**config.mk**
```make
export PLATFORM = sky130hd
export DESIGN_NAME = branch_hazard_ctrl
export DESIGN_NICKNAME = d
export VERILOG_FILES = /design/src/rtl/pipe_ctrl_pkg.sv /design/src/rtl/hazard_need.sv /design/src/rtl/branch_hazard_ctrl.sv
export SDC_FILE = /design/constraint.sdc
export NUM_CORES = 1
export LEC_CHECK = 0
export CORE_ASPECT_RATIO = 0.9
export CORE_MARGIN = 2
export CORE_UTILIZATION = 46
export CTS_CLUSTER_DIAMETER = 50
export CTS_CLUSTER_SIZE = 8
export DETAILED_ROUTE_END_ITERATION = 6
export PLACE_DENSITY = 0.8
export SLEW_MARGIN = 20
export SYNTH_ARGS = -nofsm -noshare
export SYNTH_HDL_FRONTEND = slang
export SYNTH_SLANG_ARGS = --single-unit
```
**constraint.sdc**
```tcl
create_clock -name clk -period 3.65 [get_ports clk]
set_input_delay 0.73 -clock clk [delete_from_list [all_inputs] [get_ports clk]]
set_output_delay 0.73 -clock clk [all_outputs]
set_load 0.01 [all_outputs]
```
**src/rtl/pipe_ctrl_pkg.sv**
```systemverilog
// Shared definitions for the pipeline stall/flush control logic.
//   ctrl_state_e : front-end controller state (RUN / STALL)
//   REG_ZERO     : hard-wired zero register, never a hazard source
//   CNT_W_DEF    : default width of the debug counters
//   need_max     : larger of two stall requirements
package pipe_ctrl_pkg;

    typedef enum logic {
        RUN   = 1'b0,
        STALL = 1'b1
    } ctrl_state_e;

    localparam logic [4:0]  REG_ZERO  = 5'd0;
    localparam int unsigned CNT_W_DEF = 16;

    function automatic logic [1:0] need_max(input logic [1:0] a, input logic [1:0] b);
        return (a > b) ? a : b;
    endfunction

endpackage

```
**src/rtl/hazard_need.sv**
```systemverilog
// Combinational stall requirement for the instruction in ID.
// Ports:
//   if_id_rs/if_id_rt        : source registers of the instruction in ID
//   I_type                   : instruction does not read rt (branches always do)
//   branch/jump              : ID instruction class (jump wins if both are set)
//   id_ex_rd/_regwrite/_memread : producer in EX
//   ex_mem_rd/_memread       : producer in MEM
//   need                     : stall cycles required before ID may proceed (0..3)
module hazard_need
    import pipe_ctrl_pkg::*;
#(
    parameter int unsigned ALU_BR_STALL = 1,
    parameter int unsigned LD_BR_STALL  = 2
) (
    input  logic [4:0] if_id_rs,
    input  logic [4:0] if_id_rt,
    input  logic       I_type,
    input  logic       branch,
    input  logic       jump,
    input  logic [4:0] id_ex_rd,
    input  logic       id_ex_regwrite,
    input  logic       id_ex_memread,
    input  logic [4:0] ex_mem_rd,
    input  logic       ex_mem_memread,
    output logic [1:0] need
);

    logic is_branch;
    logic reads_rt;
    logic id_ex_hit;
    logic ex_mem_hit;

    always_comb begin
        // A jump+branch combination is handled as a plain jump.
        is_branch  = branch & ~jump;
        reads_rt   = is_branch | ~I_type;

        id_ex_hit  = (id_ex_rd != REG_ZERO) &&
                     ((id_ex_rd == if_id_rs) || (reads_rt && (id_ex_rd == if_id_rt)));
        ex_mem_hit = (ex_mem_rd != REG_ZERO) &&
                     ((ex_mem_rd == if_id_rs) || (reads_rt && (ex_mem_rd == if_id_rt)));

        need = 2'd0;
        if (is_branch) begin
            if (id_ex_memread && id_ex_hit)
                need = need_max(need, 2'(LD_BR_STALL));
            if (id_ex_regwrite && !id_ex_memread && id_ex_hit)
                need = need_max(need, 2'(ALU_BR_STALL));
            if (ex_mem_memread && ex_mem_hit)
                need = need_max(need, 2'd1);
        end else begin
            if (id_ex_memread && id_ex_hit)
                need = need_max(need, 2'd1);
        end
    end

endmodule

```
**src/rtl/branch_hazard_ctrl.sv**
```systemverilog
// Front-end stall/flush controller for a 5-stage pipeline with branches
// resolved in ID. Holds PC and IF/ID until the operands needed in ID can be
// forwarded, inserts ID/EX bubbles meanwhile, and squashes the fetched
// instruction on taken branches and jumps.
// Ports:
//   clk, reset (sync, active-high)
//   ID instruction info, EX/MEM producer info (see hazard_need)
//   pc_write, if_id_write, id_ex_bubble, if_id_flush : pipeline controls
//   stalling     : controller is in the STALL state
//   stall_cycles : saturating count of cycles with pc_write low
//   flush_count  : saturating count of IF/ID flushes
module branch_hazard_ctrl
    import pipe_ctrl_pkg::*;
#(
    parameter int unsigned ALU_BR_STALL = 1,
    parameter int unsigned LD_BR_STALL  = 2,
    parameter int unsigned CNT_W        = CNT_W_DEF
) (
    input  logic             clk,
    input  logic             reset,
    input  logic [4:0]       if_id_rs,
    input  logic [4:0]       if_id_rt,
    input  logic             I_type,
    input  logic             branch,
    input  logic             jump,
    input  logic             branch_taken,
    input  logic [4:0]       id_ex_rd,
    input  logic             id_ex_regwrite,
    input  logic             id_ex_memread,
    input  logic [4:0]       ex_mem_rd,
    input  logic             ex_mem_memread,
    output logic             pc_write,
    output logic             if_id_write,
    output logic             id_ex_bubble,
    output logic             if_id_flush,
    output logic             stalling,
    output logic [CNT_W-1:0] stall_cycles,
    output logic [CNT_W-1:0] flush_count
);

    ctrl_state_e      state_q, state_d;
    logic [1:0]       rem_q, rem_d;
    logic [CNT_W-1:0] stall_cnt_q, stall_cnt_d;
    logic [CNT_W-1:0] flush_cnt_q, flush_cnt_d;
    logic [1:0]       need;

    hazard_need #(
        .ALU_BR_STALL(ALU_BR_STALL),
        .LD_BR_STALL (LD_BR_STALL)
    ) u_need (
        .if_id_rs      (if_id_rs),
        .if_id_rt      (if_id_rt),
        .I_type        (I_type),
        .branch        (branch),
        .jump          (jump),
        .id_ex_rd      (id_ex_rd),
        .id_ex_regwrite(id_ex_regwrite),
        .id_ex_memread (id_ex_memread),
        .ex_mem_rd     (ex_mem_rd),
        .ex_mem_memread(ex_mem_memread),
        .need          (need)
    );

    always_comb begin
        state_d      = state_q;
        rem_d        = rem_q;
        pc_write     = 1'b1;
        if_id_write  = 1'b1;
        id_ex_bubble = 1'b0;
        if_id_flush  = 1'b0;
        stalling     = 1'b0;

        // Outputs read as idle while reset is held, even mid-stall.
        if (!reset) begin
            unique case (state_q)
                RUN: begin
                    if (need == 2'd0) begin
                        if_id_flush = jump | (branch & branch_taken);
                    end else begin
                        pc_write     = 1'b0;
                        if_id_write  = 1'b0;
                        id_ex_bubble = 1'b1;
                        // The RUN cycle itself is the first stall cycle.
                        if (need > 2'd1) begin
                            state_d = STALL;
                            rem_d   = need - 2'd1;
                        end
                    end
                end
                STALL: begin
                    pc_write     = 1'b0;
                    if_id_write  = 1'b0;
                    id_ex_bubble = 1'b1;
                    stalling     = 1'b1;
                    if (rem_q <= 2'd1) begin
                        state_d = RUN;
                        rem_d   = 2'd0;
                    end else begin
                        rem_d   = rem_q - 2'd1;
                    end
                end
                default: begin
                    state_d = RUN;
                    rem_d   = 2'd0;
                end
            endcase
        end

        stall_cnt_d = stall_cnt_q;
        if (!pc_write && (stall_cnt_q != '1))
            stall_cnt_d = stall_cnt_q + CNT_W'(1);

        flush_cnt_d = flush_cnt_q;
        if (if_id_flush && (flush_cnt_q != '1))
            flush_cnt_d = flush_cnt_q + CNT_W'(1);
    end

    always_ff @(posedge clk) begin
        if (reset) begin
            state_q     <= RUN;
            rem_q       <= '0;
            stall_cnt_q <= '0;
            flush_cnt_q <= '0;
        end else begin
            state_q     <= state_d;
            rem_q       <= rem_d;
            stall_cnt_q <= stall_cnt_d;
            flush_cnt_q <= flush_cnt_d;
        end
    end

    assign stall_cycles = stall_cnt_q;
    assign flush_count  = flush_cnt_q;

endmodule

```
==> results of run 1 <==
## flip-flops by register name, indices dropped and copies added, names as in the netlist
| name | count |
|---|---|
| flush_count | 16 |
| rem_q | 2 |
| stall_cycles | 16 |
| state_q | 1 |
## cells by family (layout without fill, tap and decap cells)
| family | Yosys count | after routing | share of synthesized area, % |
|---|---|---|---|
| compound gates | 33 | 33 | 10.27 |
| fa+ha+maj | 3 | 3 | 1.824 |
| flops | 35 | 35 | 34.04 |
| simple gates | 115 | 115 | 31.73 |
| xor+xnor | 40 | 40 | 17.02 |
| buf+inv | 15 | 103 | 3.100 |
| mux | 4 | 4 | 2.006 |
## per-stage QoR
| step | setup slack, ns | std cells | util, % | TNS (ns) |
|---|---|---|---|---|
| after floorplan | 0.5404 | 245 | - | 0 |
| after global placement | -0.4126 | 388 | 67.13 | -1.929 |
| after detailed placement | -0.4475 | 388 | 67.13 | -2.664 |
| after CTS | 0.01463 | 395 | 69.91 | 0 |
| after global routing | 0.008657 | 395 | 71.02 | 0 |
| final | 0.1127 | 395 | 71.02 | 0 |
## cells in the final DEF (no fill, tap or decap), types with 5 or more instances in the layout
cell type / instances
inv_1: 5
xor2_1: 17
o21ai_0: 6
a21oi_1: 8
clkbuf_8: 6
nor3_1: 9
nand4_1: 9
dlymetal6s2s_1: 7
and3_1: 5
nand3_1: 11
nand2_1: 9
buf_4: 24
xnor2_1: 22
or3_1: 6
dfxtp_1: 35
clkdlybuf4s50_1: 54
nor2_1: 32
nor4_1: 5
## worst min-delay path, stage by stage (launching register included)
cell and delay [ns]:
dfxtp_1 0.33, o21ai_0 0.07, a21oi_1 0.06
## routing by layer
layer  GRT usage (%)  share of wire [%]  wire length (µm)
met1           26.55                 43              2250
met2           36.95                 50              2571
met3           4.776                5.1               264
met4           8.705                1.7                90
met5               0                  0                 0
## final cells by class
type                    count  area [µm²]  share of cell area (%)
clock buffers               6       82.58                   2.658
repair buffers             91       873.3                   28.11
clock inverters             1       5.005                  0.1611
flip-flops and latches     35       700.7                   22.55
multi-input cells         195        1349                   43.42
inverters                   5       18.77                  0.6041
well taps                  62       77.57                   2.497
## report_power, final
part           switching, µW  total, µW  internal (µW)
registers               5.45        391            386
clock network            133        281            148
logic                   56.6        133           76.7
total                    195        806            610
## worst paths after layout
check             slack [ns]  cells past startpoint              end
setup / recovery        0.11                     12     id_ex_bubble
setup reg to reg        1.61                      4  stall_cycles[0]
hold reg to reg         0.51                      2   flush_count[5]
hold / removal          0.51                      2   flush_count[5]
## timing repair
action | 4_1_cts | 5_1_grt
setup buffers | 0 | 0
endpoints found under the setup margin | 4 | 4
gates cloned | 0 | 0
gates resized for setup | 18 | 14
pin swaps | 5 | 6
==> flow_summary.toml, run 1 <==
[status]
status = "completed"

[grt]
grt_pass1_wl_um = 8473
track_usage_pct = 21.70
antenna_found_initial = 0
grt_max_degree = 27
grt.overflow.total = 0
grt_pass1_vias = 1956

[critical_path]
critPathMaxFanout = 4
r2r_start = "stall_cycles[12]"
critical_path_arrival_ns = 2.81
critPathLaunchType = "input pin"
crit_start = "if_id_rt[1]"
critPathRequiredTime_ns = 2.92
critPathTopFamily = "buffers and inverters"
crit_type = "in -> out"
worst_setup_path_end_kind = "output port"
cp_slowest_cell = "clkdlybuf4s50_1"
path_cells = "clkdlybuf4s50_1 > xor2_1 > nor4_1 > a32o_2 > and2_1 > o21ai_1 > ha_2 > nand2b_4 > buf_6 > nand2b_4 > inv_1 > clkdlybuf4s15_2"
slowest_delay_ns = 0.52
crit_top_cell = "nand2b_4"
crit_buf_inv = 4

[detailed_routing]
drt_first_iter_violations = 122
wl_per_cell_um = 13.11
antenna_left = 0
drtPass1Iterations = 4
viasPerCell = 5.319
routed_wl_um = 5177
route.detailed.drc = 0
route.vias.total = 2101

[timing]
finalHoldViolations = 0
setup_viol = 0
worstMarginPinSlew_ns = 0.9443
period_minus_slack_ns = 3.537
maxSlewHeadroom_pct = 36.52
slew_violations = 0
period_share_pct = 96.91
max_freq_ghz = 0.2827
fin_skew_ns = 0.006708
rsz0062_at_grt = "false"
holdWs_ns = 0.5066

[synthesis]
ys_seq_area_share_pct = 34.04
yosys-top-cells-area = "dfxtp_1, xnor2_1, xor2_1"
synth-seq-cells = 35
synthFlopType = "dfxtp_1"
synth_area_leader_cell = "dfxtp_1"
synth_most_common_cell = "dfxtp_1"
netlist.area_leader.share_pct = 34.04
synth_fp_nets = 277
syn_area_um2 = 2058
synth_edf_count = 0
synth_cells = 245
yosysUniqueCellTypes = 46
yosys_warnings = 0
synthTopCellsByCount = "dfxtp_1, nor2_1, xnor2_1"
syn_area_per_cell_um2 = 8.401
ys_async_sr_fraction_pct = 0

[final_layout]
diodes = 0
final.fill_count = 342
area_delta_synth_final_pct = 50.94
design_area_um2 = 3107
drive_gt1_share_pct = 16.22
fin_nets = 365

[place]
gp_congestion = 0.8132
place_area_um2 = 2937
port_buffers = 65
hpwl_um = 3889

[power]
ir_worst_vdd_uv = 135.6
power_density_nw_per_um2 = 259.4
leakage_uw = 0.001131
p_total_uw = 805.8

[floorplan]
die_y_um = 67.46
core_area_um2 = 4374
num_rows = 23
initial_core_util_pct = 47.05
dieArea_um2 = 5026
ios = 66
die_w_um = 74.51

[clock_network]
clk_pin_slew_ns = 0.07
cts-htree-levels = 2
clock_latency_ns = 0.29
numCtsBuffers = 5
cts_tree = "done"
holdBufCountCts = 0
clock-sinks = 35
clk_path_buf_depth = 2
root_buffer = "clkbuf_8"

[run]
maxCapViolations = 0

[min_path]
min_from = "flush_count[5]"
hold_class = "reg -> reg"
(Power assumes the default switching activity.)
==> run 2: changes to the inputs <==
--- a/config.mk
+++ b/config.mk
@@ -12,6 +12,7 @@
 export CTS_CLUSTER_SIZE = 8
 export DETAILED_ROUTE_END_ITERATION = 6
 export PLACE_DENSITY = 0.8
+export REMOVE_ABC_BUFFERS = 1
 export SLEW_MARGIN = 20
 export SYNTH_ARGS = -nofsm -noshare
 export SYNTH_HDL_FRONTEND = slang
==> constraint.sdc (replaced) <==
create_clock -name clk -period 4 [get_ports clk]
set_input_delay 0.8 -clock clk [delete_from_list [all_inputs] [get_ports clk]]
set_output_delay 0.8 -clock clk [all_outputs]
set_load 0.01 [all_outputs]
==> flow_summary.toml, run 2 (synthesized netlist as in run 1, its figures left out) <==
[clock_network]
clock-sinks = 35
clk_path_buf_depth = 2
cts_setup_buffers = 0
clk_pin_slew_ns = 0.06
holdBufCountCts = 0
root_buffer = "clkbuf_8"
cts_tree = "done"
clock_latency_ns = 0.28
numCtsBuffers = 5
cts-htree-levels = 2

[grt]
grt_use_met3_pct = 5.224
grt_pass1_wl_um = 8783
antenna_found_initial = 0
grt_pass1_vias = 1941
track_usage_pct = 22.72
grt.met1_usage_pct = 28.47
grt_max_degree = 23
top_usage_layer = "met2"
use_met2_pct = 39.60
grt.overflow.total = 0

[detailed_routing]
viasPerCell = 5.328
route.vias.total = 2094
wl_per_cell_um = 13.87
route.detailed.drc = 0
drt_first_iter_violations = 157
antenna_left = 0
drtPass1Iterations = 4
routed_wl_um = 5449

[power]
leakage_uw = 0.001067
p_total_uw = 751.4
ir_worst_vdd_uv = 201.5
power_density_nw_per_um2 = 246.4

[timing]
period_share_pct = 98.15
worstMarginPinSlew_ns = 0.9877
slew_violations = 0
finalHoldViolations = 0
holdWs_ns = 0.4942
fin_skew_ns = 0.006602
max_freq_ghz = 0.2547
setup_tns_ns = 0
rsz0062_at_grt = "true"
period_minus_slack_ns = 3.926
maxSlewHeadroom_pct = 33.61
setup_viol = 0

[critical_path]
critical_path_arrival_ns = 3.13
critPathRequiredTime_ns = 3.20
worst_setup_path_end_kind = "output port"
crit_type = "in -> out"
critPathMaxFanout = 4
critPathLaunchType = "input pin"

[place]
gp_congestion = 0.9003
hpwl_um = 4171
dpl.cell_count = 385
port_buffers = 65

[floorplan]
num_rows = 23
initial_core_util_pct = 47.05
die_y_um = 67.46
ios = 66
core_area_um2 = 4374
dieArea_um2 = 5026
die_w_um = 74.51

[status]
status = "completed"

[final_layout]
finalNonFillerCells = 393
final_cell_mix = "clkdlybuf4s50_1, dfxtp_1, nor2_1, buf_4, xnor2_1"
final.fill_count = 358
final_common_cell = "clkdlybuf4s50_1"
drive_gt1_share_pct = 13.90
area_delta_synth_final_pct = 48.15
fin_nets = 362
diodes = 0

[run]
maxCapViolations = 0

[min_path]
hold_class = "reg -> reg"
## run 2: worst paths after layout
kind | startpoint | to | slack, ns | cells after the start
worst max-delay path | id_ex_rd[0] | if_id_flush | 0.07 | 11
worst max register to register | stall_cycles[12] | stall_cycles[6] | 1.96 | 5
worst min register to register | rem_q[1] | state_q | 0.49 | 2
worst min-delay path | rem_q[1] | state_q | 0.49 | 2
## run 2: critical path, stage by stage
cell and delay, ns:
clkdlybuf4s50_1 0.42, or4_1 0.55, nor2_2 0.13, nor2_1 0.06
and2_1 0.15, o21ai_1 0.14, ha_2 0.22, nand2b_4 0.08
nor3_2 0.15, buf_4 0.14, dlygate4sd2_1 0.27
## run 2: layout make-up
cell class	count	area (µm²)	area share (%)
Timing Repair Buffer	88	829.5	27.21
Multi-Input combinational cell	195	1323	43.37
Sequential cell	35	700.7	22.98
Clock buffer	8	100.1	3.283
Tap cell	62	77.57	2.544
Inverter	5	18.77	0.6155
## run 2: what timing repair did
action | in CTS | in global routing
gates resized for setup | 6 | 6
pin swaps | 0 | 3
endpoints found under the setup margin | 4 | 4
## run 2: metrics by stage
stage | util [%] | area (µm²) | worst slack (ns)
2_1_floorplan | - | 2013 | 0.7504
3_3_place_gp | 66.62 | 2914 | -0.1422
3_5_place_dp | 66.62 | 2914 | -0.2560
4_1_cts | 69.31 | 3032 | 0.009937
5_1_grt | 69.71 | 3049 | -0.06728
6_report | 69.71 | 3049 | 0.07383
## run 2: power breakdown
part	switching (µW)	internal (µW)
logic	50.0	67.5
clock network	120	157
registers	4.63	352
## run 2: layer usage
layer / vias to the layer above / part of all wire, % / wire [µm]
li1: 1055 / - / -
met1: 975 / 46 / 2496
met2: 55 / 49 / 2675
met3: 9 / 4.0 / 219
met4: 0 / 1.1 / 58
met5: - / 0 / 0
==> run 3: changes to the inputs <==
--- a/config.mk
+++ b/config.mk
@@ -17,3 +17,4 @@
 export SYNTH_ARGS = -nofsm -noshare
 export SYNTH_HDL_FRONTEND = slang
 export SYNTH_SLANG_ARGS = --single-unit
+export TNS_END_PERCENT = 20
==> flow_summary.toml, run 3 (synthesized netlist as in run 1, its figures left out) <==
[status]
status = "completed"

[final_layout]
design_area_um2 = 3029
fin_util_pct = 69.25
diodes = 0
final.fill_count = 359
fin_nets = 362
final_cell_mix = "clkdlybuf4s50_1, dfxtp_1, nor2_1, buf_4, xnor2_1"
finalNonFillerCells = 393
drive_gt1_share_pct = 13.29
final_common_cell = "clkdlybuf4s50_1"
area_delta_synth_final_pct = 47.17

[grt]
grt_max_degree = 23
grt.overflow.total = 0
antenna_found_initial = 0
track_usage_pct = 22.63
grt_pass1_wl_um = 8756
grt_pass1_vias = 1937

[power]
pwr-share-comb_pct = 15.5
leakage_uw = 0.001057
swShare_pct = 23.12
pwr-share-clk_pct = 36.9
p_sw_uw = 173.1
power.internal_uw = 575.7
power_density_nw_per_um2 = 247.2
ir_worst_vdd_uv = 201.2
seq_power_share_pct = 47.6

[timing]
setup_ws_ns = 0.06190
setup_viol = 0
finalHoldViolations = 0
period_minus_slack_ns = 3.938
worstMarginPinSlew_ns = 1.017
rsz0062_at_grt = "true"
fin_skew_ns = 0.005249
maxSlewHeadroom_pct = 31.62
slew_violations = 0
max_freq_ghz = 0.2539
period_share_pct = 98.45

[critical_path]
cp_slowest_cell = "or4_1"
r2r_slack_ns = 1.92
crit_buf_inv = 3
critPathRequiredTime_ns = 3.20
critPathMaxFanout = 4
slowest_delay_ns = 0.55
critPathLaunchType = "input pin"
critPathTopFamily = "simple AND/OR/NAND/NOR gates"
critical_path_arrival_ns = 3.14
crit_type = "in -> out"
worst_setup_path_end_kind = "output port"
path_cells = "clkdlybuf4s50_1 > or4_1 > nor2_2 > nor2_1 > and2_1 > o21ai_1 > ha_2 > nand2b_4 > nor3_1 > buf_4 > dlygate4sd2_1"

[run]
maxCapViolations = 0

[clock_network]
clock_latency_ns = 0.28
root_buffer = "clkbuf_8"
holdBufCountCts = 0
cts-htree-levels = 2
cts_setup_buffers = 0
clock-sinks = 35
clk_pin_slew_ns = 0.06
cts_tree = "done"
numCtsBuffers = 5
clk_path_buf_depth = 2

[floorplan]
initial_core_util_pct = 47.05
die_y_um = 67.46
ios = 66
dieArea_um2 = 5026
num_rows = 23
die_w_um = 74.51
core_area_um2 = 4374

[min_path]
hold_class = "reg -> reg"

[detailed_routing]
antenna_left = 0
drtPass1Iterations = 4
route.detailed.drc = 0
routed_wl_um = 5412
drt_first_iter_violations = 173
wl_per_cell_um = 13.77
route.vias.total = 2095
viasPerCell = 5.331

[place]
place_area_um2 = 2914
gp_congestion = 0.9003
pre_cts_slack_ns = -0.2560
dpl.cell_count = 385
hpwl_um = 4171
port_buffers = 65
[run 3: layout make-up]
type                            count  area (µm²)  area share, %
Clock buffer                        8       100.1          3.304
Inverter                            5       18.77         0.6196
Multi-Input combinational cell    195        1310          43.25
Sequential cell                    35       700.7          23.13
Tap cell                           62       77.57          2.561
Timing Repair Buffer               88       822.0          27.14
[run 3: final timing paths]
kind	from	to	cells after the start
max	id_ex_rd[0]	if_id_flush	11
min	rem_q[1]	state_q	2
max reg2reg	stall_cycles[12]	stall_cycles[6]	5
min reg2reg	rem_q[1]	state_q	2
[run 3: metrics by stage]
stage | TNS, ns | hold slack, ns | power [µW]
5_1_grt | -0.06844 | 0.5293 | 777.7
2_1_floorplan | 0 | 0.4655 | 402.2
3_5_place_dp | -0.6528 | 0.4840 | 478.5
4_1_cts | -0.03262 | 0.4959 | 752.6
3_3_place_gp | -0.3779 | 0.4786 | 475.2
6_report | 0 | 0.5022 | 748.8
[run 3: timing repair]
item | 4_1_cts | 5_1_grt
gates resized for setup | 7 | 3
pin swaps | 0 | 4
endpoints found under the setup margin | 4 | 2
[run 3: worst register-to-register path: stages (launching register included)]
cell and delay, ns:
dfxtp_1 0.45, nand4_1 0.22, nor4_2 0.92, nor3_1 0.14, xnor2_1 0.20, nor2_1 0.05
[run 3: power groups by stage]
stage | logic (µW) | registers, µW | clock network, µW
3_3_place_gp | 111 | 364 | 0
4_1_cts | 115 | 357 | 281
6_report | 116 | 357 | 276
2_1_floorplan | 37.1 | 365 | 0
3_5_place_dp | 114 | 364 | 0
5_1_grt | 125 | 357 | 296
[run 3: routing by layer]
metal / part of all wire, % / GRT usage, %
met5: 0 / 0
met4: 0.37 / 5.357
met3: 4.7 / 5.224
met2: 49 / 39.27
met1: 46 / 28.47
